<file path="config.mk">
export PLATFORM = sky130hd
export DESIGN_NAME = atm_session_ctrl
export DESIGN_NICKNAME = d
export VERILOG_FILES = /design/src/rtl/atm_session_ctrl.sv
export SDC_FILE = /design/constraint.sdc
export NUM_CORES = 1
export LEC_CHECK = 0
export ABC_CLOCK_PERIOD_IN_PS = 5490
export CAP_MARGIN = 20
export CELL_PAD_IN_SITES_DETAIL_PLACEMENT = 0
export CELL_PAD_IN_SITES_GLOBAL_PLACEMENT = 1
export CORE_UTILIZATION = 48
export CTS_CLUSTER_DIAMETER = 30
export DETAILED_ROUTE_END_ITERATION = 10
export GPL_ROUTABILITY_DRIVEN = 0
export PLACE_DENSITY = 0.8
export RECOVER_POWER = 50
export SLEW_MARGIN = 20
export SYNTH_ARGS = -nofsm -noshare
export SYNTH_HDL_FRONTEND = slang
export SYNTH_SLANG_ARGS = --single-unit
export TNS_END_PERCENT = 20
</file>
<file path="constraint.sdc">
create_clock -name clk -period 5.49 [get_ports clk]
set_input_delay 1.098 -clock clk [delete_from_list [all_inputs] [get_ports clk]]
set_output_delay 1.098 -clock clk [all_outputs]
set_load 0.1 [all_outputs]
</file>
<file path="src/rtl/atm_session_ctrl.sv">
`default_nettype none
// ============================================================================
// Module   : atm_session_ctrl
// Purpose  : Multi-account ATM session controller. It handles one card
//            session at a time and holds a balance and a lock bit for each
//            account. It checks the PIN with retry lockout, runs withdraw,
//            deposit and transfer with range and overflow checks, and uses a
//            confirm/receipt handshake. An inactivity timer forces a card
//            eject.
// Ports    : clk            - rising-edge clock
//            reset          - asynchronous active-low reset
//            card_in        - card-insert strobe (IDLE only)
//            card_idx       - account selected on insert
//            pin_valid/pin  - PIN entry strobe and value
//            op_valid/opcode- opcode strobe (0 eject,1 bal,2 wd,3 dep,4 xfer)
//            amt_valid      - amount/destination strobe
//            amount/dest_idx- transaction amount and transfer destination
//            confirm_valid  - confirm strobe; confirm=1 proceed, 0 cancel
//            receipt_req    - receipt request, sampled with confirm_valid
//            state_o        - current state encoding
//            balance_o      - balance of the session account
//            done/receipt/card_eject/err_valid - one-cycle pulses
//            err            - last error code
//            locked         - session account is locked
// Revision : 1.0 - initial release
// ============================================================================
module atm_session_ctrl #(
  parameter int          PIN_W       = 14,
  parameter int          AMT_W       = 32,
  parameter int          NUM_ACCTS   = 4,
  parameter int          MAX_TRIES   = 3,
  parameter int          TIMEOUT_CYC = 1000,
  parameter int          PIN_VALUE   = 8030,
  parameter int unsigned INIT_BAL    = 100000,
  localparam int         IDX_W       = (NUM_ACCTS > 1) ? $clog2(NUM_ACCTS) : 1
) (
  input  logic             clk,
  input  logic             reset,
  input  logic             card_in,
  input  logic [IDX_W-1:0] card_idx,
  input  logic             pin_valid,
  input  logic [PIN_W-1:0] pin,
  input  logic             op_valid,
  input  logic [2:0]       opcode,
  input  logic             amt_valid,
  input  logic [AMT_W-1:0] amount,
  input  logic [IDX_W-1:0] dest_idx,
  input  logic             confirm_valid,
  input  logic             confirm,
  input  logic             receipt_req,
  output logic [3:0]       state_o,
  output logic [AMT_W-1:0] balance_o,
  output logic             done,
  output logic             receipt,
  output logic             card_eject,
  output logic             err_valid,
  output logic [3:0]       err,
  output logic             locked
);

  typedef enum logic [3:0] {
    S_IDLE    = 4'd0,
    S_PIN     = 4'd1,
    S_HOME    = 4'd2,
    S_BAL     = 4'd3,
    S_AMT     = 4'd4,
    S_CONFIRM = 4'd5,
    S_EXEC    = 4'd6,
    S_RECEIPT = 4'd7,
    S_EJECT   = 4'd8
  } state_t;

  localparam logic [2:0] c_op_eject    = 3'd0;
  localparam logic [2:0] c_op_balance  = 3'd1;
  localparam logic [2:0] c_op_withdraw = 3'd2;
  localparam logic [2:0] c_op_deposit  = 3'd3;
  localparam logic [2:0] c_op_transfer = 3'd4;

  localparam logic [3:0] c_err_none    = 4'd0;
  localparam logic [3:0] c_err_pin     = 4'd1;
  localparam logic [3:0] c_err_locked  = 4'd2;
  localparam logic [3:0] c_err_opcode  = 4'd3;
  localparam logic [3:0] c_err_funds   = 4'd4;
  localparam logic [3:0] c_err_zero    = 4'd5;
  localparam logic [3:0] c_err_idx     = 4'd6;
  localparam logic [3:0] c_err_ovf     = 4'd7;
  localparam logic [3:0] c_err_timeout = 4'd8;

  localparam int                c_try_w    = $clog2(MAX_TRIES + 1);
  localparam int                c_tmr_w    = $clog2(TIMEOUT_CYC);
  localparam logic [c_try_w-1:0] c_max_try = c_try_w'(MAX_TRIES);
  localparam logic [c_tmr_w-1:0] c_tmr_max = c_tmr_w'(TIMEOUT_CYC - 1);
  localparam logic [PIN_W-1:0]  c_pin      = PIN_W'(PIN_VALUE);
  localparam logic [AMT_W-1:0]  c_init_bal = AMT_W'(INIT_BAL);
  localparam logic [IDX_W:0]    c_num_acct = (IDX_W + 1)'(NUM_ACCTS);

  // --------------------------------------------------------------------------
  // State and datapath registers
  // --------------------------------------------------------------------------
  state_t               state_q,   state_d;
  logic [IDX_W-1:0]     sess_q,    sess_d;
  logic [c_try_w-1:0]   tries_q,   tries_d;
  logic [c_tmr_w-1:0]   timer_q,   timer_d;
  logic [2:0]           op_q,      op_d;
  logic [AMT_W-1:0]     amt_q,     amt_d;
  logic [IDX_W-1:0]     dest_q,    dest_d;
  logic                 rcpt_q,    rcpt_d;
  logic [AMT_W-1:0]     bal_q [NUM_ACCTS];
  logic [AMT_W-1:0]     bal_d [NUM_ACCTS];
  logic [NUM_ACCTS-1:0] lock_q,    lock_d;
  logic [AMT_W-1:0]     balance_q, balance_d;
  logic                 done_q,    done_d;
  logic                 receipt_q, receipt_d;
  logic                 eject_q,   eject_d;
  logic                 errv_q,    errv_d;
  logic [3:0]           err_q,     err_d;
  logic                 locked_q,  locked_d;

  // --------------------------------------------------------------------------
  // Combinational helpers
  // --------------------------------------------------------------------------
  logic                 w_card_ok;
  logic                 w_dest_ok;
  logic [AMT_W-1:0]     w_sess_bal;
  logic [AMT_W-1:0]     w_dest_bal;
  logic [AMT_W:0]       w_dep_sum;
  logic [AMT_W:0]       w_xfer_sum;
  logic [c_try_w-1:0]   w_tries_inc;
  logic [AMT_W-1:0]     w_exec_bal;
  logic                 w_timed;
  logic                 w_timeout;
  logic                 w_consumed;

  assign w_card_ok   = ({1'b0, card_idx} < c_num_acct);
  assign w_dest_ok   = ({1'b0, dest_idx} < c_num_acct);
  assign w_sess_bal  = bal_q[sess_q];
  // Out-of-range destinations never reach the overflow check, so reading 0
  // keeps the index in range without changing the result.
  assign w_dest_bal  = w_dest_ok ? bal_q[dest_idx] : '0;
  // The extra MSB of these sums is the overflow flag.
  assign w_dep_sum   = {1'b0, w_sess_bal} + {1'b0, amount};
  assign w_xfer_sum  = {1'b0, w_dest_bal} + {1'b0, amount};
  assign w_tries_inc = tries_q + 1'b1;
  assign w_exec_bal  = (op_q == c_op_deposit) ? (w_sess_bal + amt_q)
                                              : (w_sess_bal - amt_q);
  assign w_timed     = (state_q == S_PIN) || (state_q == S_HOME) ||
                       (state_q == S_AMT) || (state_q == S_CONFIRM);
  assign w_timeout   = w_timed && (timer_q == c_tmr_max);

  // --------------------------------------------------------------------------
  // Next-state and output logic
  // --------------------------------------------------------------------------
  always_comb begin
    state_d    = state_q;
    sess_d     = sess_q;
    tries_d    = tries_q;
    op_d       = op_q;
    amt_d      = amt_q;
    dest_d     = dest_q;
    rcpt_d     = rcpt_q;
    lock_d     = lock_q;
    for (int i = 0; i < NUM_ACCTS; i++) bal_d[i] = bal_q[i];
    balance_d  = balance_q;
    err_d      = err_q;
    locked_d   = locked_q;
    done_d     = 1'b0;
    errv_d     = 1'b0;
    w_consumed = 1'b0;

    if (w_timeout) begin
      // Timeout wins over any strobe arriving in the same cycle.
      err_d   = c_err_timeout;
      errv_d  = 1'b1;
      state_d = S_EJECT;
    end else begin
      unique case (state_q)
        S_IDLE: begin
          if (card_in) begin
            if (!w_card_ok) begin
              err_d   = c_err_idx;
              errv_d  = 1'b1;
              state_d = S_EJECT;
            end else if (lock_q[card_idx]) begin
              sess_d   = card_idx;
              err_d    = c_err_locked;
              errv_d   = 1'b1;
              locked_d = 1'b1;
              state_d  = S_EJECT;
            end else begin
              sess_d   = card_idx;
              tries_d  = '0;
              err_d    = c_err_none;
              locked_d = 1'b0;
              state_d  = S_PIN;
            end
          end
        end

        S_PIN: begin
          if (pin_valid) begin
            w_consumed = 1'b1;
            if (pin == c_pin) begin
              tries_d   = '0;
              balance_d = w_sess_bal;
              state_d   = S_HOME;
            end else begin
              tries_d = w_tries_inc;
              err_d   = c_err_pin;
              errv_d  = 1'b1;
              if (w_tries_inc == c_max_try) begin
                lock_d[sess_q] = 1'b1;
                locked_d       = 1'b1;
                state_d        = S_EJECT;
              end
            end
          end
        end

        S_HOME: begin
          if (op_valid) begin
            w_consumed = 1'b1;
            case (opcode)
              c_op_eject:   state_d = S_EJECT;
              c_op_balance: begin
                balance_d = w_sess_bal;
                state_d   = S_BAL;
              end
              c_op_withdraw, c_op_deposit, c_op_transfer: begin
                op_d    = opcode;
                state_d = S_AMT;
              end
              default: begin
                err_d  = c_err_opcode;
                errv_d = 1'b1;
              end
            endcase
          end
        end

        S_BAL: state_d = S_HOME;

        S_AMT: begin
          if (amt_valid) begin
            w_consumed = 1'b1;
            amt_d      = amount;
            dest_d     = dest_idx;
            state_d    = S_HOME;
            errv_d     = 1'b1;
            if (amount == '0) begin
              err_d = c_err_zero;
            end else if ((op_q == c_op_transfer) &&
                         (!w_dest_ok || (dest_idx == sess_q))) begin
              err_d = c_err_idx;
            end else if (((op_q == c_op_withdraw) || (op_q == c_op_transfer)) &&
                         (amount > w_sess_bal)) begin
              err_d = c_err_funds;
            end else if ((op_q == c_op_deposit) && w_dep_sum[AMT_W]) begin
              err_d = c_err_ovf;
            end else if ((op_q == c_op_transfer) && w_xfer_sum[AMT_W]) begin
              err_d = c_err_ovf;
            end else begin
              errv_d  = 1'b0;
              state_d = S_CONFIRM;
            end
          end
        end

        S_CONFIRM: begin
          if (confirm_valid) begin
            w_consumed = 1'b1;
            if (confirm) begin
              rcpt_d  = receipt_req;
              state_d = S_EXEC;
            end else begin
              state_d = S_HOME;
            end
          end
        end

        S_EXEC: begin
          // Transfer never targets the session account, so both writes
          // below land on distinct entries.
          bal_d[sess_q] = w_exec_bal;
          if (op_q == c_op_transfer) begin
            bal_d[dest_q] = bal_q[dest_q] + amt_q;
          end
          balance_d = w_exec_bal;
          done_d    = 1'b1;
          state_d   = rcpt_q ? S_RECEIPT : S_HOME;
        end

        S_RECEIPT: state_d = S_HOME;

        S_EJECT:   state_d = S_IDLE;

        default:   state_d = S_IDLE;
      endcase
    end

    // Receipt and eject pulses coincide with their state being visible.
    receipt_d = (state_d == S_RECEIPT) && (state_q != S_RECEIPT);
    eject_d   = (state_d == S_EJECT) && (state_q != S_EJECT);

    if (!w_timed || (state_d != state_q) || w_consumed) begin
      timer_d = '0;
    end else begin
      timer_d = timer_q + 1'b1;
    end
  end

  // --------------------------------------------------------------------------
  // Registers
  // --------------------------------------------------------------------------
  always_ff @(posedge clk or negedge reset) begin
    if (!reset) begin
      state_q   <= S_IDLE;
      sess_q    <= '0;
      tries_q   <= '0;
      timer_q   <= '0;
      op_q      <= '0;
      amt_q     <= '0;
      dest_q    <= '0;
      rcpt_q    <= 1'b0;
      lock_q    <= '0;
      for (int i = 0; i < NUM_ACCTS; i++) bal_q[i] <= c_init_bal;
      balance_q <= '0;
      done_q    <= 1'b0;
      receipt_q <= 1'b0;
      eject_q   <= 1'b0;
      errv_q    <= 1'b0;
      err_q     <= '0;
      locked_q  <= 1'b0;
    end else begin
      state_q   <= state_d;
      sess_q    <= sess_d;
      tries_q   <= tries_d;
      timer_q   <= timer_d;
      op_q      <= op_d;
      amt_q     <= amt_d;
      dest_q    <= dest_d;
      rcpt_q    <= rcpt_d;
      lock_q    <= lock_d;
      for (int i = 0; i < NUM_ACCTS; i++) bal_q[i] <= bal_d[i];
      balance_q <= balance_d;
      done_q    <= done_d;
      receipt_q <= receipt_d;
      eject_q   <= eject_d;
      errv_q    <= errv_d;
      err_q     <= err_d;
      locked_q  <= locked_d;
    end
  end

  assign state_o    = state_q;
  assign balance_o  = balance_q;
  assign done       = done_q;
  assign receipt    = receipt_q;
  assign card_eject = eject_q;
  assign err_valid  = errv_q;
  assign err        = err_q;
  assign locked     = locked_q;

endmodule
`default_nettype wire
</file>
==> flow_summary.toml <==
[run_status]
run_status = "complete, but fails checks"
violations = "capacitance limit, slew limit"

[sta]
hold_violations = 0
finalCriticalPeriod_ns = 5.17
holdWs_ns = 0.472
final_max_slew_viol_count = 299
fin_setup_tns_ns = 0
maxSlewHeadroom = -1.01
worstMarginPinSlew_ns = 3.02
rsz0062_at_grt = "false"
finalCritPeriodShare = 0.941
setup_viol = 0
setup_slack_ns = 0.323
fin_skew_ns = 0.0230
fmax_ghz = 0.194

[power_and_ir_drop]
p_int_uw = 4930
total_power_uw = 7270
power_per_cell_area_nw_per_um2 = 323
p_switching_uw = 2340
pwr-share-clk = 0.543
p_leak_uw = 0.00978
peakVddDrop_uv = 194
p_sw_frac = 0.322
p_seq_frac = 0.259
combPwrFrac = 0.198

[placed_design]
hpwl_microns = 49200
io_buffer_count = 106
post-place-ws_ns = 0.364
dpl.cell_count = 2516

[cells_and_area]
final_cell_mix = "202 x dfrtp_1, 194 x nor2_1, 171 x a21oi_1"
area_growth_pct = 21.6
num_antenna_cells = 0
final_nets = 2302
fillCellCount = 3278
final_common_cell = "dfrtp_1"
final_cells = 2638
drive_gt1_frac = 0.166

[global_routing]
grt_max_degree = 99
antenna_found_initial = 1
grt_overflow_total = 0
grtUsageTotal = 0.348
grt_pass1_wl_microns = 102000
grt_pass1_vias = 16847

[clock_network]
postCtsSetupBuffers = 0
cts_sinks = 229
clk_latency_ns = 0.59
max-clock-path-buffers = 3
hold_buffers = 0
post_cts_resize_count = 0
cts_buffers = 67
clk_pin_slew_worst_paths_ns = 0.04
htree_levels = 3
cts_tree = "done"
clockRootBuffer = "clkbuf_16"

[logic_synthesis]
avgSynthCellArea_sq_um = 9.49
synth-seq-cells = 229
ys_top_cells_by_area = "dfrtp_1 28%, mux4_2 12%, ha_1 11%, a21oi_1 4.7%, nor2_1 4.0%"
synth_area_leader_cell = "dfrtp_1"
ys_seq_area_frac = 0.311
synthArstFlopShare = 1.00
synthesis.nets = 2178
synth_warnings = 0
syn_inst = 1950
synth_edf_count = 0
syn_area_sq_um = 18500
yosys.area.top_type_share = 0.277
dominantRegCellSynth = "dfrtp_1"
synth.distinct_cells = 76

[critical_path]
path_common_cell = "nor2_1"
max_stage_delay_ns = 0.90
crit_family = "compound AO/OA/AOI/OAI gates"
cp-end-kind = "flop"
worst_ep_required_time_ns = 5.95
path_max_fanout = 15
crit_arrival_ns = 5.63
cp_cell_sequence = "clkbuf_1 > mux4_2 > ha_1 > nand4_1 > nor2_1 > o21ai_0 > a2111oi_0 > nor2_1 > a31oi_1 > xnor2_1 > a221oi_1"
path_buf_inv = 1
crit_path_top_delay_cell = "dfrtp_1"
worstSetupStartpointType = "flop"
crit_type = "flop to flop"

[detailed_routing]
wirelength_microns = 67300
wl_per_cell_microns = 25.5
drc = 0
vias = 17399
avgViaCountPerCell = 6.60
dr.pass1.iters = 8
dr.first_iter.drc_count = 1798
ant_nets = 0

[floorplan]
num_io_pins = 107
core_sq_um = 37800
fp.dieW_microns = 198
start_util = 0.489
rows = 71
die_h_microns = 198
die-area_sq_um = 39400

[worst_hold_path]
hold_class = "flop to flop"

[flow_run]
cap_violations = 7
## through the flow
step / area, sq um / utilization
floorplan: 18500 / -
global placement: 20200 / 0.535
detailed placement: 20200 / 0.535
CTS: 22600 / 0.596
global route: 22500 / 0.595
finish: 22500 / 0.595
## worst paths after layout
path                                           startpoint                   endpoint  slack, ns  cells past startpoint
worst max-delay path                dest_q[1]$_DFFE_PN0P_     bal_q[127]$_DFFE_PN0P_       0.32                     11
worst min-delay path            balance_o[10]$_DFFE_PN0P_  balance_o[10]$_DFFE_PN0P_       0.47                      1
worst max register to register      dest_q[1]$_DFFE_PN0P_     bal_q[127]$_DFFE_PN0P_       0.32                     11
worst min register to register  balance_o[10]$_DFFE_PN0P_  balance_o[10]$_DFFE_PN0P_       0.47                      1
max in group asynchronous                           reset      dest_q[0]$_DFFE_PN0P_       1.40                      2
min in group asynchronous                           reset     bal_q[109]$_DFFE_PN0P_       0.51                      1
## per-layer routing
metal	GRT usage	up-vias	part of all wire
li1	-	7649	-
met1	0.476	8553	0.41
met2	0.518	1018	0.43
met3	0.102	177	0.12
met4	0.139	2	0.037
met5	0	-	0.00013
## synthesized netlist by cell type (all sizes together) (21+ instances only)
cell type / count
a21o: 56
a21oi: 174
a22oi: 28
clkbuf: 80
dfrtp: 205
dfstp: 24
ha: 164
inv: 73
mux2: 42
mux2i: 21
mux4: 97
nand2: 133
nand3: 30
nor2: 196
nor3: 35
nor4: 24
o21ai: 122
o22ai: 66
xnor2: 66
xor2: 33
## state kept, by name, indices dropped and copies added, names as in the netlist, 2 cells and up
name and cells:
sess_q 2, amt_q 32, state_o 4, tries_q 2, op_q 3, lock_q 4
err 4, dest_q 2, bal_q 128, balance_o 32, timer_q 10
## cell type report
cell class | count | area (sq um) | area share
Multi-Input combinational cell | 1553 | 12200 | 0.540
Timing Repair Buffer | 150 | 1360 | 0.0603
Tap cell | 511 | 639 | 0.0284
Clock buffer | 85 | 1810 | 0.0806
Inverter | 73 | 275 | 0.0122
Sequential cell | 229 | 5760 | 0.256
Clock inverter | 37 | 493 | 0.0219
## logic make-up after synthesis
group	count (synthesis)	share of synthesized area
compound gates	609	0.210
simple gates	519	0.130
flops	229	0.311
buf+inv	168	0.0341
fa+ha+maj	166	0.113
mux	160	0.155
xor+xnor	99	0.0468
## power by group through the flow
stage          logic, uW  clock network (uW)  registers (uW)
3_5_place_dp        1410                   0            1900
4_1_cts             1420                3970            1880
3_3_place_gp        1400                   0            1900
2_1_floorplan        767                   0            2020
5_1_grt             1510                4080            1890
6_report            1440                3950            1880
Power figures use the tool's default switching activity.
